**src/rtl/bfly_addsub_sched.sv**
```systemverilog
// Radix-2 butterfly scheduler: issues A+B then A-B to one shared complex
// add/sub unit and pairs the two in-order results under a credit limit.
module bfly_addsub_sched #(
   parameter int WIDTH     = 16,
   parameter int MAX_PAIRS = 4,
   parameter int CNT_W     = 4
) (
   input  logic             clk,
   input  logic             rst_n,
   input  logic             in_vld,
   output logic             in_rdy,
   input  logic [WIDTH-1:0] in_a_real,
   input  logic [WIDTH-1:0] in_a_img,
   input  logic [WIDTH-1:0] in_b_real,
   input  logic [WIDTH-1:0] in_b_img,
   output logic             op_vld,
   input  logic             op_rdy,
   output logic             op_is_sub,
   output logic [WIDTH-1:0] op_a_real,
   output logic [WIDTH-1:0] op_a_img,
   output logic [WIDTH-1:0] op_b_real,
   output logic [WIDTH-1:0] op_b_img,
   input  logic             res_vld,
   output logic             res_rdy,
   input  logic [WIDTH-1:0] res_real,
   input  logic [WIDTH-1:0] res_img,
   output logic             out_vld,
   input  logic             out_rdy,
   output logic [WIDTH-1:0] out_sum_real,
   output logic [WIDTH-1:0] out_sum_img,
   output logic [WIDTH-1:0] out_dif_real,
   output logic [WIDTH-1:0] out_dif_img,
   output logic [CNT_W-1:0] inflight,
   output logic             err
);

   typedef enum logic [1:0] {ISS_IDLE, ISS_ADD, ISS_SUB} iss_e;
   typedef enum logic [1:0] {COL_SUM, COL_DIF, COL_OUT} col_e;

   localparam logic [CNT_W-1:0] MaxC = CNT_W'(MAX_PAIRS);

   iss_e             iss_q, iss_d;
   col_e             col_q, col_d;
   logic [CNT_W-1:0] cnt_q, cnt_d;
   logic             err_q, err_d;
   logic [WIDTH-1:0] a_re_q, a_im_q, b_re_q, b_im_q;
   logic [WIDTH-1:0] a_re_d, a_im_d, b_re_d, b_im_d;
   logic [WIDTH-1:0] s_re_q, s_im_q, d_re_q, d_im_q;
   logic [WIDTH-1:0] s_re_d, s_im_d, d_re_d, d_im_d;
   logic             acc, dlv;

   // in_rdy depends only on state and credits, never on in_vld
   assign in_rdy    = (iss_q == ISS_IDLE) && (cnt_q < MaxC);
   assign acc       = in_vld && in_rdy;
   assign op_vld    = (iss_q != ISS_IDLE);
   assign op_is_sub = (iss_q == ISS_SUB);
   assign op_a_real = a_re_q;
   assign op_a_img  = a_im_q;
   assign op_b_real = b_re_q;
   assign op_b_img  = b_im_q;

   assign res_rdy      = (col_q != COL_OUT);
   assign out_vld      = (col_q == COL_OUT);
   assign dlv          = out_vld && out_rdy;
   assign out_sum_real = s_re_q;
   assign out_sum_img  = s_im_q;
   assign out_dif_real = d_re_q;
   assign out_dif_img  = d_im_q;
   assign inflight     = cnt_q;
   assign err          = err_q;

   always_comb begin
      iss_d  = iss_q;
      a_re_d = a_re_q;
      a_im_d = a_im_q;
      b_re_d = b_re_q;
      b_im_d = b_im_q;
      unique case (iss_q)
         ISS_IDLE: begin
            if (acc) begin
               a_re_d = in_a_real;
               a_im_d = in_a_img;
               b_re_d = in_b_real;
               b_im_d = in_b_img;
               iss_d  = ISS_ADD;
            end
         end
         ISS_ADD: if (op_rdy) iss_d = ISS_SUB;
         ISS_SUB: if (op_rdy) iss_d = ISS_IDLE;
         default: iss_d = ISS_IDLE;
      endcase
   end

   always_comb begin
      col_d  = col_q;
      s_re_d = s_re_q;
      s_im_d = s_im_q;
      d_re_d = d_re_q;
      d_im_d = d_im_q;
      unique case (col_q)
         COL_SUM: begin
            if (res_vld) begin
               s_re_d = res_real;
               s_im_d = res_img;
               col_d  = COL_DIF;
            end
         end
         COL_DIF: begin
            if (res_vld) begin
               d_re_d = res_real;
               d_im_d = res_img;
               col_d  = COL_OUT;
            end
         end
         COL_OUT: if (out_rdy) col_d = COL_SUM;
         default: col_d = COL_SUM;
      endcase
   end

   // credit count saturates at zero; underflow attempts flag err
   always_comb begin
      cnt_d = cnt_q;
      err_d = err_q;
      if ((col_q == COL_SUM) && res_vld && (cnt_q == '0)) err_d = 1'b1;
      if (acc && !dlv) begin
         cnt_d = cnt_q + CNT_W'(1);
      end else if (dlv && !acc) begin
         if (cnt_q == '0) err_d = 1'b1;
         else             cnt_d = cnt_q - CNT_W'(1);
      end
   end

   always_ff @(posedge clk or negedge rst_n) begin
      if (!rst_n) begin
         iss_q  <= ISS_IDLE;
         col_q  <= COL_SUM;
         cnt_q  <= '0;
         err_q  <= 1'b0;
         a_re_q <= '0;
         a_im_q <= '0;
         b_re_q <= '0;
         b_im_q <= '0;
         s_re_q <= '0;
         s_im_q <= '0;
         d_re_q <= '0;
         d_im_q <= '0;
      end else begin
         iss_q  <= iss_d;
         col_q  <= col_d;
         cnt_q  <= cnt_d;
         err_q  <= err_d;
         a_re_q <= a_re_d;
         a_im_q <= a_im_d;
         b_re_q <= b_re_d;
         b_im_q <= b_im_d;
         s_re_q <= s_re_d;
         s_im_q <= s_im_d;
         d_re_q <= d_re_d;
         d_im_q <= d_im_d;
      end
   end

endmodule

```
**config.mk**
```make
export PLATFORM = sky130hd
export DESIGN_NAME = bfly_addsub_sched
export DESIGN_NICKNAME = d
export VERILOG_FILES = /design/src/rtl/bfly_addsub_sched.sv
export SDC_FILE = /design/constraint.sdc
export NUM_CORES = 1
export LEC_CHECK = 0
export ABC_CLOCK_PERIOD_IN_PS = 3250
export BUFFER_PORTS_ARGS = -buffer_cell sky130_fd_sc_hd__buf_2
export CAP_MARGIN = 10
export CORE_MARGIN = 1
export CORE_UTILIZATION = 49
export CTS_BUF_LIST = sky130_fd_sc_hd__clkbuf_4
export DETAILED_ROUTE_END_ITERATION = 10
export PLACE_DENSITY_LB_ADDON = 0.15
export SKIP_LAST_GASP = 1
export SLEW_MARGIN = 20
export SYNTH_ARGS = -nofsm -noshare
export SYNTH_HDL_FRONTEND = slang
export SYNTH_SLANG_ARGS = --single-unit
```
**constraint.sdc**
```tcl
create_clock -name clk -period 3.25 [get_ports clk]
set_clock_uncertainty 0.05 [all_clocks]
set_input_delay 0.325 -clock clk [delete_from_list [all_inputs] [get_ports clk]]
set_output_delay 0.325 -clock clk [all_outputs]
set_load 0.1 [all_outputs]
```
==> out/results.tsv, run 1 <==
metric	value	unit
area_delta_synth_final	49.03	%
hold_class	in2async	
reg2reg_to	inflight[3]$_DFFE_PN0P_	
ys_ff_latch	137	
drive_above_1_share	60.94	%
fmax	0.3841	GHz
synthArstFlopShare	100.0	%
worst_pin_slew	0.9867	ns
slowest_delay	0.49	ns
vias_per_cell	4.856	
clockBufferDepth	2	
synth-edff-count	0	
gp_congestion	0.7781	
synth_area_leaders	dfrtp_1 64%, mux2_2 22%, mux2_4 7.5%	
drtPass1Iterations	6	
yosys-top-cells-count	137 x dfrtp_1, 103 x mux2_2, 27 x mux2_4	
yosysWarnings	0	
cp.arrival	2.95	ns
reg2reg_depth	9	
synth_cells	319	
dp_cells	687	
synth_top_area_share	63.80	%
crit_slowest_cell	ha_1	
ys_seq_area_share	63.80	%
syn_area	5374	um2
ioPinCount	240	
overflow	0	
multiInputGateArea	1876	um2
path_max_fanout	66	
worstPathCellList	or2_4 > nor3_4 > nand2_4 > buf_4 > ha_1 > nor2_1 > nand2_1 > mux2_2 > xnor2_1	
slew_violations	0	
fin_crit	2.603	ns
drc	0	
core.rowCount	37	
routedWlPerCell	16.37	um
ys.flop_type	dfrtp_1	
outcome	completed	
clk_pin_slew	0.11	ns
grt_pass1_wl	20940	um
clockRootBuffer	clkbuf_4	
synth.avg_cell_area	16.85	um2
numCtsBuffers	17	
port_buffers	239	
die_x	106.7	um
cts.sinks	137	
cap_violations	0	
hold_viol	0	
synth_top_cell_by_area	dfrtp_1	
grt_pass1_vias	4272	
wl	13380	um
num_vias	3967	
dp_hpwl	8602	um
cts_tree	built	
crit_path_end_kind	register	
fin_cells	817	
critPathLaunchType	register	
finalSetupViolCount	0	
fillCellCount	670	
min_period_over_period	80.10	%
path_class	reg2reg	
fp.dieH	106.7	um
drt.antenna.violating_nets	0	
synth_cell_types	26	
htreeDepth	4	
regArea	3431	um2
syn-num-nets	426	
antenna_cells	0	
grt_max_degree	85	
r2r-start	iss_q[1]$_DFFE_PN0P_	
reg2reg_slack	0.65	ns
initialDrtViolationCount	119	
rsz0062_at_grt	no	
required	3.59	ns
initial_core_util	51.36	%
slew_headroom	34.22	%
dieArea	11390	um2
core	10460	um2
yosysMostFrequentCell	dfrtp_1	
antenna_found_initial	0	
grt_usage	24.52	%
fin_nets	777	
clock_latency	0.50	ns
[sequential cells by signal, indices dropped and copies added, names as in the netlist]
register and flops:
op_a_img 16, out_dif_img 16, out_sum_img 16, iss_q 2, op_a_real 16, err 1
out_sum_real 16, op_b_img 16, inflight 4, out_dif_real 16, col_q 2, op_b_real 16
[worst max-delay path by stage]
stage / startpoint / end / cells after the start
floorplan: iss_q[1]$_DFFE_PN0P_ / inflight[3]$_DFFE_PN0P_ / 13
global placement: iss_q[1]$_DFFE_PN0P_ / inflight[3]$_DFFE_PN0P_ / 9
detailed placement: iss_q[1]$_DFFE_PN0P_ / inflight[3]$_DFFE_PN0P_ / 9
CTS: iss_q[1]$_DFFE_PN0P_ / inflight[3]$_DFFE_PN0P_ / 9
global route: iss_q[1]$_DFFE_PN0P_ / inflight[3]$_DFFE_PN0P_ / 9
finish: iss_q[1]$_DFFE_PN0P_ / inflight[3]$_DFFE_PN0P_ / 9
[area by class of cell]
class	count	area share, %
Clock buffer	17	1.593
Sequential cell	137	42.84
Timing Repair Buffer	345	28.07
Inverter	5	0.2968
Multi-Input combinational cell	164	23.42
Tap cell	136	2.125
Clock inverter	13	1.656
[cells in the final DEF (no fill, tap or decap), types with 2 or more instances in the layout]
cell           instances
a21oi_1                2
buf_2                238
buf_4                  6
bufinv_16              2
clkbuf_4              17
clkinv_1               2
clkinv_2               2
clkinv_4               2
clkinvlp_4             5
dfrtp_1              135
dfrtp_2                2
dlygate4sd3_1        100
ha_1                   2
ha_4                   2
inv_1                  3
inv_4                  2
mux2_2               103
mux2_4                27
nand2_1                3
nand2b_1               3
nor2_1                 4
o21ai_0                2
xnor2_1                3
[cells by family (layout without fill, tap and decap cells)]
family | count (synthesis) | count (layout) | synth area share (%)
multiplexers | 131 | 131 | 29.31
buffers and inverters | 18 | 380 | 2.026
XOR/XNOR | 4 | 4 | 0.6520
flip-flops | 137 | 137 | 63.80
AO/OA/AOI/OAI | 7 | 7 | 0.7918
AND/OR/NAND/NOR | 17 | 17 | 2.119
adder cells (fa/ha/maj) | 5 | 5 | 1.304
[repair_timing]
| item | 4_1_cts | 5_1_grt |
|---|---|---|
| endpoints found under the hold margin | 212 | 1 |
| endpoints found under the setup margin | 0 | 0 |
| setup buffers | 0 | 0 |
| hold buffers | 99 | 1 |
| resized for setup | 0 | 0 |
[critical path: cells and delay by family (launching register included)]
family,cells,cell delay (ns)
XOR/XNOR,1,0.13
adder cells (fa/ha/maj),1,0.49
buffers and inverters,1,0.42
flip-flops,1,0.41
multiplexers,1,0.27
AND/OR/NAND/NOR,5,0.73
[metal layers]
layer / GRT usage, % / vias to the layer above / share of wire [%]
li1: - / 1821 / -
met1: 27.19 / 1953 / 38
met2: 43.13 / 157 / 53
met3: 6.322 / 36 / 5.3
met4: 13.01 / 0 / 3.3
met5: 0 / - / 0
[stage by stage]
stage / area, um2 / hold WS (ns) / utilization (%) / setup TNS, ns / setup slack [ns]
after detailed placement: 6748 / 0.3694 / 64.49 / 0 / 0.6436
after global routing: 8009 / 0.3865 / 76.55 / 0 / 0.4306
after global placement: 6748 / 0.3671 / 64.49 / 0 / 0.7109
final: 8009 / 0.3633 / 76.55 / 0 / 0.6468
after floorplan: 5413 / -0.02059 / - / -0.2247 / -0.2247
after CTS: 7999 / 0.004755 / 76.45 / 0 / 0.6022
Power of run 1 is left out: the tool's default activity adds up to more than one toggle a clock period on the data nets, which glitch-free logic cannot reach.
==> run 2: changes to the inputs <==
ABC_CLOCK_PERIOD_IN_PS = 2200   (was 3250)
CORE_UTILIZATION = 44   (was 49)
clock period = 2.2 ns   (was 3.25 ns; I/O delays follow)
==> out/results.tsv, run 2 (synthesis gave the netlist of run 1 again) <==
metric	value	unit	change
outcome	finished, violations left		
violations	setup timing		
drtPass1Iterations	4		-2
drive_above_1_share	61.49	%	+0.55 points
reg2reg_depth	11		+2
worst_pin_slew	0.9641	ns	-0.02255 ns
fp.dieH	112.5	um	+5.4%
area_delta_synth_final	52.60	%	
die_x	112.5	um	+5.4%
htreeDepth	4		unchanged
grt_pass1_wl	21110	um	+0.83%
slew_violations	0		unchanged
grt_max_degree	66		-22%
critPathLaunchType	register		
dieArea	12660	um2	+11%
ioPinCount	240		unchanged
layout_commonest_cell	buf_2		
dp_cells	705		+2.6%
fin_nets	790		+1.7%
slew_headroom	35.73	%	+1.5 points
drt.antenna.violating_nets	0		unchanged
top_usage_layer	met2		
setup_ws	-0.01827	ns	-0.6651 ns
clock_latency	0.51	ns	about the same
hold_viol	0		unchanged
grt_pass1_vias	4354		+1.9%
place_area	6872	um2	+1.8%
rsz0062_at_grt	yes		
fillCellCount	803		+20%
routedWlPerCell	15.49	um	-5.4%
drc	0		unchanged
numCtsBuffers	17		unchanged
finish.instance_area	8200	um2	+2.4%
required	2.56	ns	-1.03 ns
met2_usage	39.92	%	-3.2 points
finalSetupViolCount	1		+1
wl	13010	um	-2.7%
vias_per_cell	4.725		-2.7%
initialDrtViolationCount	150		+26%
fmax	0.4508	GHz	+17%
clockBufferDepth	2		unchanged
cts.sinks	137		unchanged
antenna_found_initial	0		unchanged
grtUsageMet3	6.425	%	+0.10 points
fin_cells	840		+2.8%
cap_violations	0		unchanged
core	11660	um2	+11%
hold_class	in2async		
clk_pin_slew	0.11	ns	about the same
path_max_fanout	3		-95%
core.rowCount	39		+5.4%
grt_usage	21.73	%	-2.8 points
dp_hpwl	8388	um	-2.5%
gp_congestion	0.7318		-6.0%
cts_tree	built		
cp.arrival	2.58	ns	-0.37 ns
overflow	0		unchanged
fin_crit	2.218	ns	-0.3849 ns
initial_core_util	46.08	%	-5.3 points
min_period_over_period	100.8	%	+21 points
port_buffers	239		unchanged
path_class	reg2reg		
final_cell_mix	237 x buf_2, 135 x dfrtp_1, 102 x mux2_2, 100 x dlygate4sd3_1, 28 x mux2_4		
clockRootBuffer	clkbuf_4		
globalRouteMet1Util	23.61	%	-3.6 points
num_vias	3969		+0.050%
crit_path_end_kind	register		
-- run 2: changes by cell type in the layout (fill, tap and decap cells not counted), moves of 2 or more --
cell | before | now
clkinvlp_4 | 5 | 0
clkbuf_4 | 17 | 20
buf_12 | 0 | 2
buf_4 | 6 | 17
clkinv_4 | 2 | 0
bufinv_16 | 2 | 4
clkinv_1 | 2 | 6
-- run 2: layer usage --
metal	wire [um]	vias up	share of wire, %
met2	7089	133	54
met4	231	0	1.8
li1	-	1848	-
met1	5034	1969	39
met5	0	-	0
met3	657	19	5.0
-- run 2: final timing paths --
check | startpoint | end | slack, ns
worst min register to register | out_dif_real[4]$_DFFE_PN0P_ | out_dif_real[4]$_DFFE_PN0P_ | 0.46
worst max register to register | iss_q[1]$_DFFE_PN0P_ | inflight[3]$_DFFE_PN0P_ | -0.02
worst max-delay path | iss_q[1]$_DFFE_PN0P_ | inflight[3]$_DFFE_PN0P_ | -0.02
worst min-delay path | rst_n | out_sum_real[15]$_DFFE_PN0P_ | 0.14
min in group clk | in_vld | inflight[2]$_DFFE_PN0P_ | 0.30
max in group asynchronous | rst_n | out_sum_img[1]$_DFFE_PN0P_ | 1.32
-- run 2: layout make-up --
type	instances	area (um2)	share of cell area (%)
Sequential cell	137	3431	41.84
Antenna cell	1	2.502	0.03052
Multi-Input combinational cell	164	1891	23.05
Clock buffer	19	142.6	1.739
Tap cell	143	178.9	2.182
Inverter	5	23.77	0.2899
Clock inverter	13	157.7	1.922
Timing Repair Buffer	358	2374	28.94
-- run 2: critical path, cell delays in order (launching register included) --
cell,delay [ns]
dfrtp_1,0.39
or2_4,0.26
nor3_4,0.16
nand2_4,0.08
inv_4,0.06
ha_4,0.14
inv_4,0.04
ha_4,0.19
a21o_1,0.18
a21oi_2,0.14
mux2_4,0.31
xnor2_1,0.12
-- run 2: timing repair --
item                                   in CTS  in global routing
endpoints found under the hold margin     264                  0
pin swaps                                   1                  0
setup buffers                               1                  1
hold buffers                              100                  0
setup endpoints to repair                   1                  4
resized for setup                           2                  1
-- run 2: stage by stage --
stage | util, % | setup slack (ns) | hold WS, ns | setup TNS [ns]
6_report | 70.31 | -0.01827 | 0.1442 | -0.01827
5_1_grt | 70.29 | -0.1428 | 0.1179 | -0.2185
4_1_cts | 70.21 | -0.03142 | 0.1323 | -0.04253
3_5_place_dp | 58.92 | -0.09374 | 0.1478 | -0.09374
3_3_place_gp | 58.92 | -0.08525 | 0.1459 | -0.08525
2_1_floorplan | - | -1.275 | -0.1256 | -21.97
Power of run 2 is left out for the same reason.
